[src/rtl/bus_grant_rr8_if.sv]
// Request/grant bundle between the eight requesters and the bus arbiter.
// Latency: none, wires only.
// Backpressure: requesters hold req until released via done, withdrawal or timeout.
interface bus_grant_rr8_if;
  logic [7:0] req;
  logic       done;
  logic       grant_valid;
  logic [2:0] grant_idx;
  logic [7:0] grant_onehot;
  logic       timeout;

  // Requester side: drives requests and the release strobe.
  modport master (
    output req,
    output done,
    input  grant_valid,
    input  grant_idx,
    input  grant_onehot,
    input  timeout
  );

  // Arbiter side: samples requests and drives the registered grant.
  modport slave (
    input  req,
    input  done,
    output grant_valid,
    output grant_idx,
    output grant_onehot,
    output timeout
  );
endinterface

[src/rtl/bus_grant_rr8.sv]
// Round-robin owner selection for one shared bus among 8 requesters, with release and max-hold.
// Latency: grant registered one cycle after a sampled req; one turnaround cycle between owners.
// Backpressure: the owner keeps the bus until done, req withdrawal or MAX_HOLD cycles elapse.
module bus_grant_rr8 #(
  parameter int MAX_HOLD = 16
) (
  input  logic           clk,
  input  logic           rst_n,
  bus_grant_rr8_if.slave bus
);

  typedef enum logic [1:0] {
    ST_IDLE  = 2'd0,
    ST_GRANT = 2'd1,
    ST_TURN  = 2'd2
  } state_t;

  // Last cycle index at which the current owner must be released; only used when the limit is on.
  localparam logic [7:0] HOLD_LAST = 8'((MAX_HOLD > 0) ? (MAX_HOLD - 1) : 0);
  localparam bit         HOLD_EN   = (MAX_HOLD != 0);

  state_t     state_q, state_d;
  logic [2:0] last_idx_q, last_idx_d;
  logic [7:0] hold_cnt_q, hold_cnt_d;
  logic       grant_valid_q, grant_valid_d;
  logic [2:0] grant_idx_q, grant_idx_d;
  logic [7:0] grant_onehot_q, grant_onehot_d;
  logic       timeout_q, timeout_d;

  logic [2:0] pick_idx;
  logic       req_any;
  logic       rel_done;
  logic       rel_wd;
  logic       rel_to;

  assign req_any  = |bus.req;
  assign rel_done = bus.done;
  assign rel_wd   = ~bus.req[grant_idx_q];
  assign rel_to   = HOLD_EN && (hold_cnt_q == HOLD_LAST);

  // Round-robin search: scan from farthest to nearest after last_idx so the nearest set bit wins.
  always_comb begin
    pick_idx = last_idx_q;
    for (int k = 8; k >= 1; k--) begin
      if (bus.req[last_idx_q + 3'(k)]) begin
        pick_idx = last_idx_q + 3'(k);
      end
    end
  end

  // Next-state and registered-output computation; IDLE and TURN arbitrate identically.
  always_comb begin
    state_d        = state_q;
    last_idx_d     = last_idx_q;
    hold_cnt_d     = hold_cnt_q;
    grant_valid_d  = grant_valid_q;
    grant_idx_d    = grant_idx_q;
    grant_onehot_d = grant_onehot_q;
    timeout_d      = 1'b0;
    case (state_q)
      ST_IDLE, ST_TURN: begin
        state_d        = ST_IDLE;
        grant_valid_d  = 1'b0;
        grant_onehot_d = 8'd0;
        hold_cnt_d     = 8'd0;
        if (req_any) begin
          state_d        = ST_GRANT;
          grant_valid_d  = 1'b1;
          grant_idx_d    = pick_idx;
          grant_onehot_d = 8'd1 << pick_idx;
        end
      end
      ST_GRANT: begin
        if (rel_done || rel_wd || rel_to) begin
          state_d        = ST_TURN;
          last_idx_d     = grant_idx_q;
          grant_valid_d  = 1'b0;
          grant_onehot_d = 8'd0;
          // A voluntary release on the same edge suppresses the timeout pulse.
          timeout_d      = rel_to && !rel_done && !rel_wd;
        end else if (hold_cnt_q != 8'hFF) begin
          hold_cnt_d = hold_cnt_q + 8'd1;
        end
      end
      default: begin
        state_d = ST_IDLE;
      end
    endcase
  end

  // State and output registers; reset clears the grant immediately, even mid-ownership.
  always_ff @(posedge clk or negedge rst_n) begin
    if (!rst_n) begin
      state_q        <= ST_IDLE;
      last_idx_q     <= 3'd7;
      hold_cnt_q     <= 8'd0;
      grant_valid_q  <= 1'b0;
      grant_idx_q    <= 3'd0;
      grant_onehot_q <= 8'd0;
      timeout_q      <= 1'b0;
    end else begin
      state_q        <= state_d;
      last_idx_q     <= last_idx_d;
      hold_cnt_q     <= hold_cnt_d;
      grant_valid_q  <= grant_valid_d;
      grant_idx_q    <= grant_idx_d;
      grant_onehot_q <= grant_onehot_d;
      timeout_q      <= timeout_d;
    end
  end

  assign bus.grant_valid  = grant_valid_q;
  assign bus.grant_idx    = grant_idx_q;
  assign bus.grant_onehot = grant_onehot_q;
  assign bus.timeout      = timeout_q;

endmodule

[src/flat_wrapper.sv]
// flat-port wrapper written by rule: the top's interface ports become plain ports
module bus_grant_rr8_flat 
#(
  parameter int MAX_HOLD = 16
)
  (clk, rst_n, bus_req, bus_done, bus_grant_valid, bus_grant_idx, bus_grant_onehot, bus_timeout);
  bus_grant_rr8_if bus_i ();
  input  logic clk;
  input  logic rst_n;
  input wire logic [$bits(bus_i.req)-1:0] bus_req;
  input wire logic [$bits(bus_i.done)-1:0] bus_done;
  output wire logic [$bits(bus_i.grant_valid)-1:0] bus_grant_valid;
  output wire logic [$bits(bus_i.grant_idx)-1:0] bus_grant_idx;
  output wire logic [$bits(bus_i.grant_onehot)-1:0] bus_grant_onehot;
  output wire logic [$bits(bus_i.timeout)-1:0] bus_timeout;
  assign bus_i.req = bus_req;
  assign bus_i.done = bus_done;
  assign bus_grant_valid = bus_i.grant_valid;
  assign bus_grant_idx = bus_i.grant_idx;
  assign bus_grant_onehot = bus_i.grant_onehot;
  assign bus_timeout = bus_i.timeout;
  bus_grant_rr8 #(.MAX_HOLD(MAX_HOLD)) u_core (.clk(clk), .rst_n(rst_n), .bus(bus_i));
endmodule
[config.mk]
export PLATFORM = sky130hd
export DESIGN_NAME = bus_grant_rr8_flat
export DESIGN_NICKNAME = d
export VERILOG_FILES = /design/src/rtl/bus_grant_rr8_if.sv /design/src/rtl/bus_grant_rr8.sv /design/src/flat_wrapper.sv
export SDC_FILE = /design/constraint.sdc
export NUM_CORES = 1
export LEC_CHECK = 0
export ABC_AREA = 1
export BUFFER_PORTS_ARGS = -buffer_cell sky130_fd_sc_hd__buf_4
export CAP_MARGIN = 20
export CORE_MARGIN = 2
export CORE_UTILIZATION = 27
export DETAILED_ROUTE_END_ITERATION = 7
export PLACE_DENSITY_LB_ADDON = 0.05
export SYNTH_ARGS = -nofsm -noshare
export SYNTH_HDL_FRONTEND = slang
export SYNTH_SLANG_ARGS = --single-unit
[constraint.sdc]
create_clock -name clk -period 7 [get_ports clk]
set_input_delay 1.05 -clock clk [delete_from_list [all_inputs] [get_ports clk]]
set_output_delay 1.05 -clock clk [all_outputs]
set_load 0.005 [all_outputs]
==> impl_metrics.env, run 1 <==
export IMPL_die_h_um=86.9
export IMPL_p_total_mw=1.14
export IMPL_finalHoldViolCount=0
export IMPL_grt_pass1_vias=1812
export IMPL_cts_resized=0
export IMPL_wl_met3_um=122
export IMPL_place_congestion=0.816
export IMPL_fin_util=0.320
export IMPL_wl_per_cell_um=13.5
export IMPL_rsz0062_at_grt="no"
export IMPL_cp_arrival_ns=3.04
export IMPL_clock_path_buffers=2
export IMPL_yosys_register_bits=26
export IMPL_ir_drop_mv=0.133
export IMPL_dpl_hpwl_mm=4.03
export IMPL_synth_edff_count=0
export IMPL_synth_main_ff_cell="dfrtp_1"
export IMPL_setup_viol=0
export IMPL_hold_class="register to register"
export IMPL_drc=0
export IMPL_finalWorstPathRequiredPeriod_ns=2.84
export IMPL_avgSynthCellArea_um2=6.70
export IMPL_vias=1766
export IMPL_path_clk_slew_ns=0.09
export IMPL_h_tree_depth=1
export IMPL_cp_data_required_time_ns=7.20
export IMPL_synthesis_nets=291
export IMPL_clock_sinks=26
export IMPL_maxSlewHeadroom=0.624
export IMPL_drtPass1Iterations=4
export IMPL_status="finished clean"
export IMPL_final_nets=316
export IMPL_cts_setup_buffers=0
export IMPL_fillCellCount=742
export IMPL_routed_wl_met2_mm=2.44
export IMPL_yosysMostFrequentCell="nand2_1"
export IMPL_yosysTopAreaCellShare=0.310
export IMPL_critPathMaxFanout=12
export IMPL_final_setup_tns_ns=0
export IMPL_ys_seq_area_frac=0.353
export IMPL_io_pins=24
export IMPL_min_period_over_period=0.406
export IMPL_via_per_inst=4.64
export IMPL_maxUsedRoutingLayer="met4"
export IMPL_overflow=0
export IMPL_drtIter0Drc=54
export IMPL_critPathKind="register to register"
export IMPL_wirelength_mm=5.14
export IMPL_core_area_um2=6720
export IMPL_grt_pass1_wl_mm=8.90
export IMPL_numCtsBuffers=3
export IMPL_cts_hold_buf=0
export IMPL_fin_skew_ns=0.00146
export IMPL_fp_row_count=30
export IMPL_worst_pin_slew_ns=0.561
export IMPL_synth_cells=277
export IMPL_synth_commonest_cells="93 x nand2_1, 42 x nand3_1, 31 x inv_1"
export IMPL_clk_latency_ns=0.27
export IMPL_dieArea_um2=7550
export IMPL_powerDensity_nw_per_um2=528
export IMPL_end_kind="register"
export IMPL_port_buffers=23
export IMPL_synth_area_um2=1860
export IMPL_cts_tree="yes"
export IMPL_drive_above_1_share=0.156
export IMPL_syn_to_final_growth_pct=16.0
export IMPL_antenna_found_initial=0
export IMPL_fmaxAchievable_mhz=352
export IMPL_grt_use_total=0.149
export IMPL_die_w_um=86.9
export IMPL_grt_max_degree=27
export IMPL_insertedDiodeCount=0
export IMPL_initial_utilization=0.276
export IMPL_critical_path_startpoint_type="register"
export IMPL_synth_warning_count=0
export IMPL_maxCapViolCount=0
export IMPL_drtAntennaViolNets=0
export IMPL_cts_root_buf="clkbuf_8"
export IMPL_timing_hold_ws_ns=0.491
export IMPL_synth_cell_types=32
export IMPL_async_flop_share=1.00
export IMPL_yosys_top_cells_area="dfrtp_1 31%, nand2_1 19%, nand3_1 11%"
export IMPL_wl_met1_mm=2.53
export IMPL_p_leak_nw=1.14
export IMPL_synth_area_leader_cell="dfrtp_1"
export IMPL_slew_viol_final=0
## final timing paths
path | startpoint | end | slack, ns | cells after the start
worst max-delay path | u_core.last_idx_q[0] | u_core.bus.grant_onehot[1] | 4.16 | 13
worst min-delay path | u_core.bus.grant_onehot[6] | u_core.bus.grant_onehot[6] | 0.49 | 2
worst max register to register | u_core.last_idx_q[0] | u_core.bus.grant_onehot[1] | 4.16 | 13
worst min register to register | u_core.bus.grant_onehot[6] | u_core.bus.grant_onehot[6] | 0.49 | 2
max in group asynchronous | rst_n | u_core.last_idx_q[1] | 6.02 | 1
min in group asynchronous | rst_n | u_core.hold_cnt_q[6] | 0.67 | 1
## area by class of cell
class                   count  area (um^2)  share of cell area
clock buffers               4         55.1              0.0256
inverters                  37          141              0.0657
multi-input cells         211         1030               0.478
flip-flops and latches     26          654               0.304
well taps                  80          100              0.0465
repair buffers             23          173              0.0802
## cells by family (layout without fill, tap and decap cells)
logic type,count (synthesis),in the layout,share of synthesized area
AND/OR/NAND/NOR,174,174,0.421
buffers and inverters,40,64,0.0924
AO/OA/AOI/OAI,30,30,0.0904
flip-flops,26,26,0.353
XOR/XNOR,4,4,0.0229
adder cells (fa/ha/maj),3,3,0.0202
## per-stage QoR
| stage | instances | area, um^2 | worst slack (ns) |
|---|---|---|---|
| after floorplan | 277 | 1860 | 4.76 |
| after global placement | 377 | 2100 | 4.11 |
| after detailed placement | 377 | 2100 | 4.19 |
| after CTS | 381 | 2150 | 4.16 |
| after global routing | 381 | 2150 | 3.84 |
| final | 381 | 2150 | 4.16 |
## routing by layer
| metal | up-vias | GRT usage |
|---|---|---|
| li1 | 934 | - |
| met1 | 804 | 0.201 |
| met2 | 24 | 0.249 |
| met3 | 4 | 0.0133 |
| met4 | 0 | 0.0540 |
| met5 | - | 0 |
## critical path, cell delays in order (launching register included)
cell and delay [ns]:
dfstp_2 0.68, inv_2 0.15, ha_1 0.42, inv_1 0.26, nand3_1 0.19, nand3_2 0.13
nand2_1 0.10, a21oi_1 0.16, nand2_1 0.07, nand2_1 0.05, nand2_1 0.06, a21oi_1 0.26
nand2_1 0.09, o21bai_1 0.14
## report_power, final
group          internal (mW)  switching (mW)
Clock                 0.0503          0.0479
Combinational          0.260           0.517
Sequential             0.199          0.0627
Total                  0.509           0.627
## state kept, by name, indices dropped and copies added, names as in the netlist
name / flops
u_core.bus.timeout: 1
u_core.hold_cnt_q: 8
u_core.bus.grant_idx: 3
u_core.bus.grant_onehot: 8
u_core.last_idx_q: 3
u_core.bus.grant_valid: 1
u_core.state_q: 2
## cells in the final DEF (no fill, tap or decap), types with 2 or more instances in the layout
master,count
o21ai_1,2
a21oi_1,9
xnor2_1,2
nand2_2,2
nor2_1,23
o21ai_0,12
clkbuf_8,4
nand2_1,93
inv_1,31
dfrtp_1,23
nor4_1,2
buf_4,23
inv_2,5
nand2_4,2
nand3_1,42
nand3b_1,2
ha_1,3
dfstp_2,3
o21bai_1,4
or2_4,2
(Power assumes the default switching activity.)
==> run 2, diff against run 1 <==
Clock period 7 ns to 2.95 ns, I/O delays scaled along.
==> impl_metrics.env, run 2 (synthesized netlist as in run 1, its figures left out) <==
export IMPL_syn_to_final_growth_pct=16.3
export IMPL_ir_drop_mv=0.429
export IMPL_p_int_mw=1.20
export IMPL_use_met2=0.235
export IMPL_io_pins=24
export IMPL_p_total_mw=2.68
export IMPL_finalHoldViolCount=0
export IMPL_clock_sinks=26
export IMPL_endpoint="u_core.bus.grant_onehot[0]"
export IMPL_antenna_found_initial=0
export IMPL_drive_above_1_share=0.158
export IMPL_rr_worst_depth=13
export IMPL_final_nets=318
export IMPL_grt_max_degree=27
export IMPL_p_leak_nw=1.15
export IMPL_die_w_um=86.9
export IMPL_r2r_end="u_core.bus.grant_onehot[0]"
export IMPL_overflow=0
export IMPL_dieArea_um2=7550
export IMPL_fmaxAchievable_mhz=396
export IMPL_grt_use_total=0.142
export IMPL_final_setup_tns_ns=0
export IMPL_status="finished clean"
export IMPL_slew_viol_final=0
export IMPL_wirelength_mm=5.10
export IMPL_insertedDiodeCount=0
export IMPL_finalWorstPathRequiredPeriod_ns=2.52
export IMPL_maxSlewHeadroom=0.643
export IMPL_wl_per_cell_um=13.3
export IMPL_cp_data_required_time_ns=3.14
export IMPL_cts_root_buf="clkbuf_8"
export IMPL_rsz0062_at_grt="no"
export IMPL_switching_share=0.553
export IMPL_critical_path_startpoint_type="register"
export IMPL_grt_busiest_layer="met2"
export IMPL_cts_resized=0
export IMPL_cts_tree="yes"
export IMPL_seqPwrFrac=0.216
export IMPL_layout_common_cells="93 x nand2_1, 42 x nand3_1, 31 x inv_1, 25 x buf_4"
export IMPL_dpl_hpwl_mm=4.01
export IMPL_fp_row_count=30
export IMPL_clk_latency_ns=0.27
export IMPL_maxCapViolCount=0
export IMPL_critPathMaxFanout=10
export IMPL_hold_class="input pin to asynchronous set/reset pin"
export IMPL_share_comb_of_total_power=0.705
export IMPL_initial_utilization=0.276
export IMPL_grt_pass1_wl_mm=8.55
export IMPL_h_tree_depth=1
export IMPL_critPathKind="register to register"
export IMPL_crit_path_start="u_core.last_idx_q[0]"
export IMPL_setup_viol=0
export IMPL_rrSetupSlack_ns=0.43
export IMPL_drtAntennaViolNets=0
export IMPL_grtUsageMet3=0.0152
export IMPL_cts_setup_buffers=0
export IMPL_cp_arrival_ns=2.72
export IMPL_vias=1790
export IMPL_path_clk_slew_ns=0.09
export IMPL_clockPowerShare=0.079
export IMPL_end_kind="register"
export IMPL_cts_hold_buf=0
export IMPL_layout_commonest_cell="nand2_1"
export IMPL_numCtsBuffers=3
export IMPL_clock_path_buffers=2
export IMPL_reg2reg_from="u_core.last_idx_q[0]"
export IMPL_place_congestion=0.855
export IMPL_core_area_um2=6720
export IMPL_port_buffers=23
export IMPL_worst_pin_slew_ns=0.533
export IMPL_use_met1=0.194
export IMPL_switchingPower_mw=1.48
export IMPL_powerDensity_nw_per_um2=1240
export IMPL_die_h_um=86.9
export IMPL_grt_pass1_vias=1747
export IMPL_fin_skew_ns=0.00191
export IMPL_drtIter0Drc=65
export IMPL_drc=0
export IMPL_via_per_inst=4.67
export IMPL_drtPass1Iterations=4
export IMPL_min_period_over_period=0.855
[run 2: cell count changes in the layout (fill, tap and decap cells not counted)]
cell      delta
clkbuf_1     +1
buf_4        +2
clkbuf_8     -1
[run 2: worst min path at each step]
stage | endpoint | cells after the start
after floorplan | u_core.bus.grant_idx[0] | 0
after global placement | u_core.hold_cnt_q[6] | 1
after detailed placement | u_core.hold_cnt_q[6] | 1
after CTS | u_core.hold_cnt_q[6] | 1
after global routing | u_core.hold_cnt_q[2] | 1
final | u_core.hold_cnt_q[2] | 1
[run 2: metrics by stage]
| step | hold WS [ns] | std cells | utilization | worst slack (ns) | cell area [um^2] |
|---|---|---|---|---|---|
| global route | 0.0898 | 383 | 0.321 | 0.112 | 2160 |
| finish | 0.0724 | 383 | 0.321 | 0.426 | 2160 |
| global placement | 0.385 | 379 | 0.315 | 0.425 | 2110 |
| floorplan | 0.147 | 277 | - | 0.730 | 1860 |
| CTS | 0.0848 | 383 | 0.321 | 0.421 | 2160 |
| detailed placement | 0.385 | 379 | 0.315 | 0.445 | 2110 |
[run 2: layer usage]
metal / share of wire / wire length [um] / vias to the layer above
met4: 0.012 / 60 / 0
li1: - / - / 937
met5: 0 / 0 / -
met3: 0.029 / 147 / 4
met2: 0.47 / 2410 / 35
met1: 0.49 / 2480 / 814
[run 2: power groups by stage]
stage | logic [mW] | clock network (mW) | registers, mW
after CTS | 1.91 | 0.221 | 0.585
final | 1.89 | 0.211 | 0.580
after global placement | 1.95 | 0 | 0.594
after detailed placement | 1.90 | 0 | 0.592
after global routing | 2.21 | 0.235 | 0.591
after floorplan | 1.47 | 0 | 0.542
[run 2: layout make-up]
type                    count  area [um^2]
well taps                  80          100
multi-input cells         211         1030
inverters                  37          141
repair buffers             25          188
fillers                   755         4560
clock buffers               4         45.0
flip-flops and latches     26          654
[run 2: critical path, cell delays in order, from the launching register on]
cell,delay (ns)
dfstp_2,0.54
inv_2,0.08
ha_1,0.38
inv_1,0.20
nand3_1,0.19
nand3_2,0.13
nand2_1,0.08
a21oi_1,0.16
nand2_1,0.07
nand2_1,0.05
nand2_1,0.06
a21oi_1,0.25
nand2_1,0.09
o21bai_1,0.15
==> run 3, diff against run 2 <==
Settings changed: CORE_MARGIN 2 to unset, GPL_ROUTABILITY_DRIVEN set to 0, SKIP_LAST_GASP set to 1.
==> impl_metrics.env, run 3 (synthesized netlist as in run 1, its figures left out) <==
export IMPL_status="finished clean"
export IMPL_layout_common_cells="93 x nand2_1, 42 x nand3_1, 31 x inv_1, 25 x buf_4"
export IMPL_grt_pass1_wl_mm=8.35
export IMPL_cts_tree="yes"
export IMPL_clock_path_buffers=2
export IMPL_clock_sinks=26
export IMPL_vias=1785
export IMPL_cp_data_required_time_ns=3.13
export IMPL_fin_skew_ns=0.00366
export IMPL_path_clk_slew_ns=0.10
export IMPL_die_w_um=84.9
export IMPL_p_leak_nw=1.16
export IMPL_grt_use_total=0.145
export IMPL_die_h_um=84.9
export IMPL_ir_drop_mv=0.402
export IMPL_insertedDiodeCount=0
export IMPL_layout_commonest_cell="nand2_1"
export IMPL_r2r_end="u_core.bus.grant_onehot[7]"
export IMPL_syn_to_final_growth_pct=17.5
export IMPL_drtIter0Drc=66
export IMPL_overflow=0
export IMPL_grt_max_degree=27
export IMPL_antenna_found_initial=0
export IMPL_dpl_cell_area_um2=2110
export IMPL_dpl_hpwl_mm=3.84
export IMPL_crit_path_start="u_core.last_idx_q[0]"
export IMPL_fp_row_count=29
export IMPL_slew_viol_final=0
export IMPL_port_buffers=23
export IMPL_slowest_stage="dfstp_2"
export IMPL_via_per_inst=4.70
export IMPL_hold_class="input pin to asynchronous set/reset pin"
export IMPL_final_nets=318
export IMPL_design_area_um2=2180
export IMPL_numCtsBuffers=3
export IMPL_drtAntennaViolNets=0
export IMPL_fmaxAchievable_mhz=397
export IMPL_drc=0
export IMPL_finalHoldViolCount=0
export IMPL_grt_pass1_vias=1765
export IMPL_maxCapViolCount=0
export IMPL_cts_hold_buf=0
export IMPL_wl_per_cell_um=12.9
export IMPL_cts_resized=0
export IMPL_critical_path_top_delay_family="simple AND/OR/NAND/NOR gates"
export IMPL_cts_root_buf="clkbuf_8"
export IMPL_worst_pin_slew_ns=0.549
export IMPL_rr_worst_depth=16
export IMPL_io_pins=24
export IMPL_final_seq_area_um2=654
export IMPL_h_tree_depth=1
export IMPL_maxSlewHeadroom=0.633
export IMPL_powerDensity_nw_per_um2=1260
export IMPL_setup_viol=0
export IMPL_worstPathCellList="inv_2 > ha_1 > inv_1 > nand3_1 > nand3_1 > nand2_1 > nand2_1 > nand3_1 > nand2_1 > nand2_1 > nand2_1 > nand2_1 > a21oi_1 > nor2_1 > nand3_1 > nand2_1"
export IMPL_cts_setup_buffers=0
export IMPL_critPathKind="register to register"
export IMPL_critPathMaxStageDelay_ns=0.55
export IMPL_wirelength_mm=4.89
export IMPL_core_area_um2=6490
export IMPL_rsz0062_at_grt="no"
export IMPL_critPathMaxFanout=10
export IMPL_finalWorstPathRequiredPeriod_ns=2.52
export IMPL_fillCellCount=704
export IMPL_min_period_over_period=0.854
export IMPL_multiInputGateArea_um2=1030
export IMPL_drive_above_1_share=0.162
export IMPL_crit_buf_inv=2
export IMPL_clk_latency_ns=0.28
export IMPL_critical_path_startpoint_type="register"
export IMPL_cpMostUsedCell="nand2_1"
export IMPL_initial_utilization=0.286
export IMPL_end_kind="register"
export IMPL_cp_arrival_ns=2.70
export IMPL_reg2reg_from="u_core.last_idx_q[0]"
export IMPL_rrSetupSlack_ns=0.43
export IMPL_drtPass1Iterations=6
export IMPL_dieArea_um2=7210
export IMPL_final_setup_tns_ns=0
## run 3: report_power, final
part           internal (mW)  total (mW)  switching, mW
Clock                  0.182       0.307          0.126
Sequential             0.470       0.580          0.110
Combinational          0.633        1.87           1.24
## run 3: area by class of cell
class / instances / share of cell area
Timing Repair Buffer: 25 / 0.0861
Multi-Input combinational cell: 211 / 0.472
Clock buffer: 3 / 0.0189
Sequential cell: 26 / 0.300
Clock inverter: 1 / 0.0138
Inverter: 37 / 0.0648
Tap cell: 77 / 0.0442
## run 3: how the worst max path moves through the flow
stage,endpoint,slack (ns),cells past startpoint
3_3_place_gp,u_core.bus.grant_onehot[0],0.40,13
5_1_grt,u_core.bus.grant_onehot[1],0.10,15
6_report,u_core.bus.grant_onehot[7],0.43,16
4_1_cts,u_core.bus.grant_onehot[7],0.42,14
2_1_floorplan,u_core.bus.grant_onehot[6],0.73,19
3_5_place_dp,u_core.bus.grant_onehot[7],0.43,14
## run 3: routing by layer
metal | track usage | wire, um | vias up
met5 | 0 | 0 | -
met4 | 0.0370 | 45 | 0
met3 | 0.0126 | 98 | 5
met2 | 0.266 | 2460 | 27
met1 | 0.184 | 2280 | 819
li1 | - | - | 934
## run 3: per-stage QoR
step	hold WS, ns	power (mW)	setup slack, ns	cells	util
floorplan	0.147	2.01	0.730	277	-
global placement	0.383	2.53	0.401	376	0.325
detailed placement	0.384	2.47	0.426	376	0.325
CTS	0.0713	2.78	0.417	380	0.336
global route	0.0863	3.10	0.101	380	0.336
finish	0.0595	2.76	0.430	380	0.336
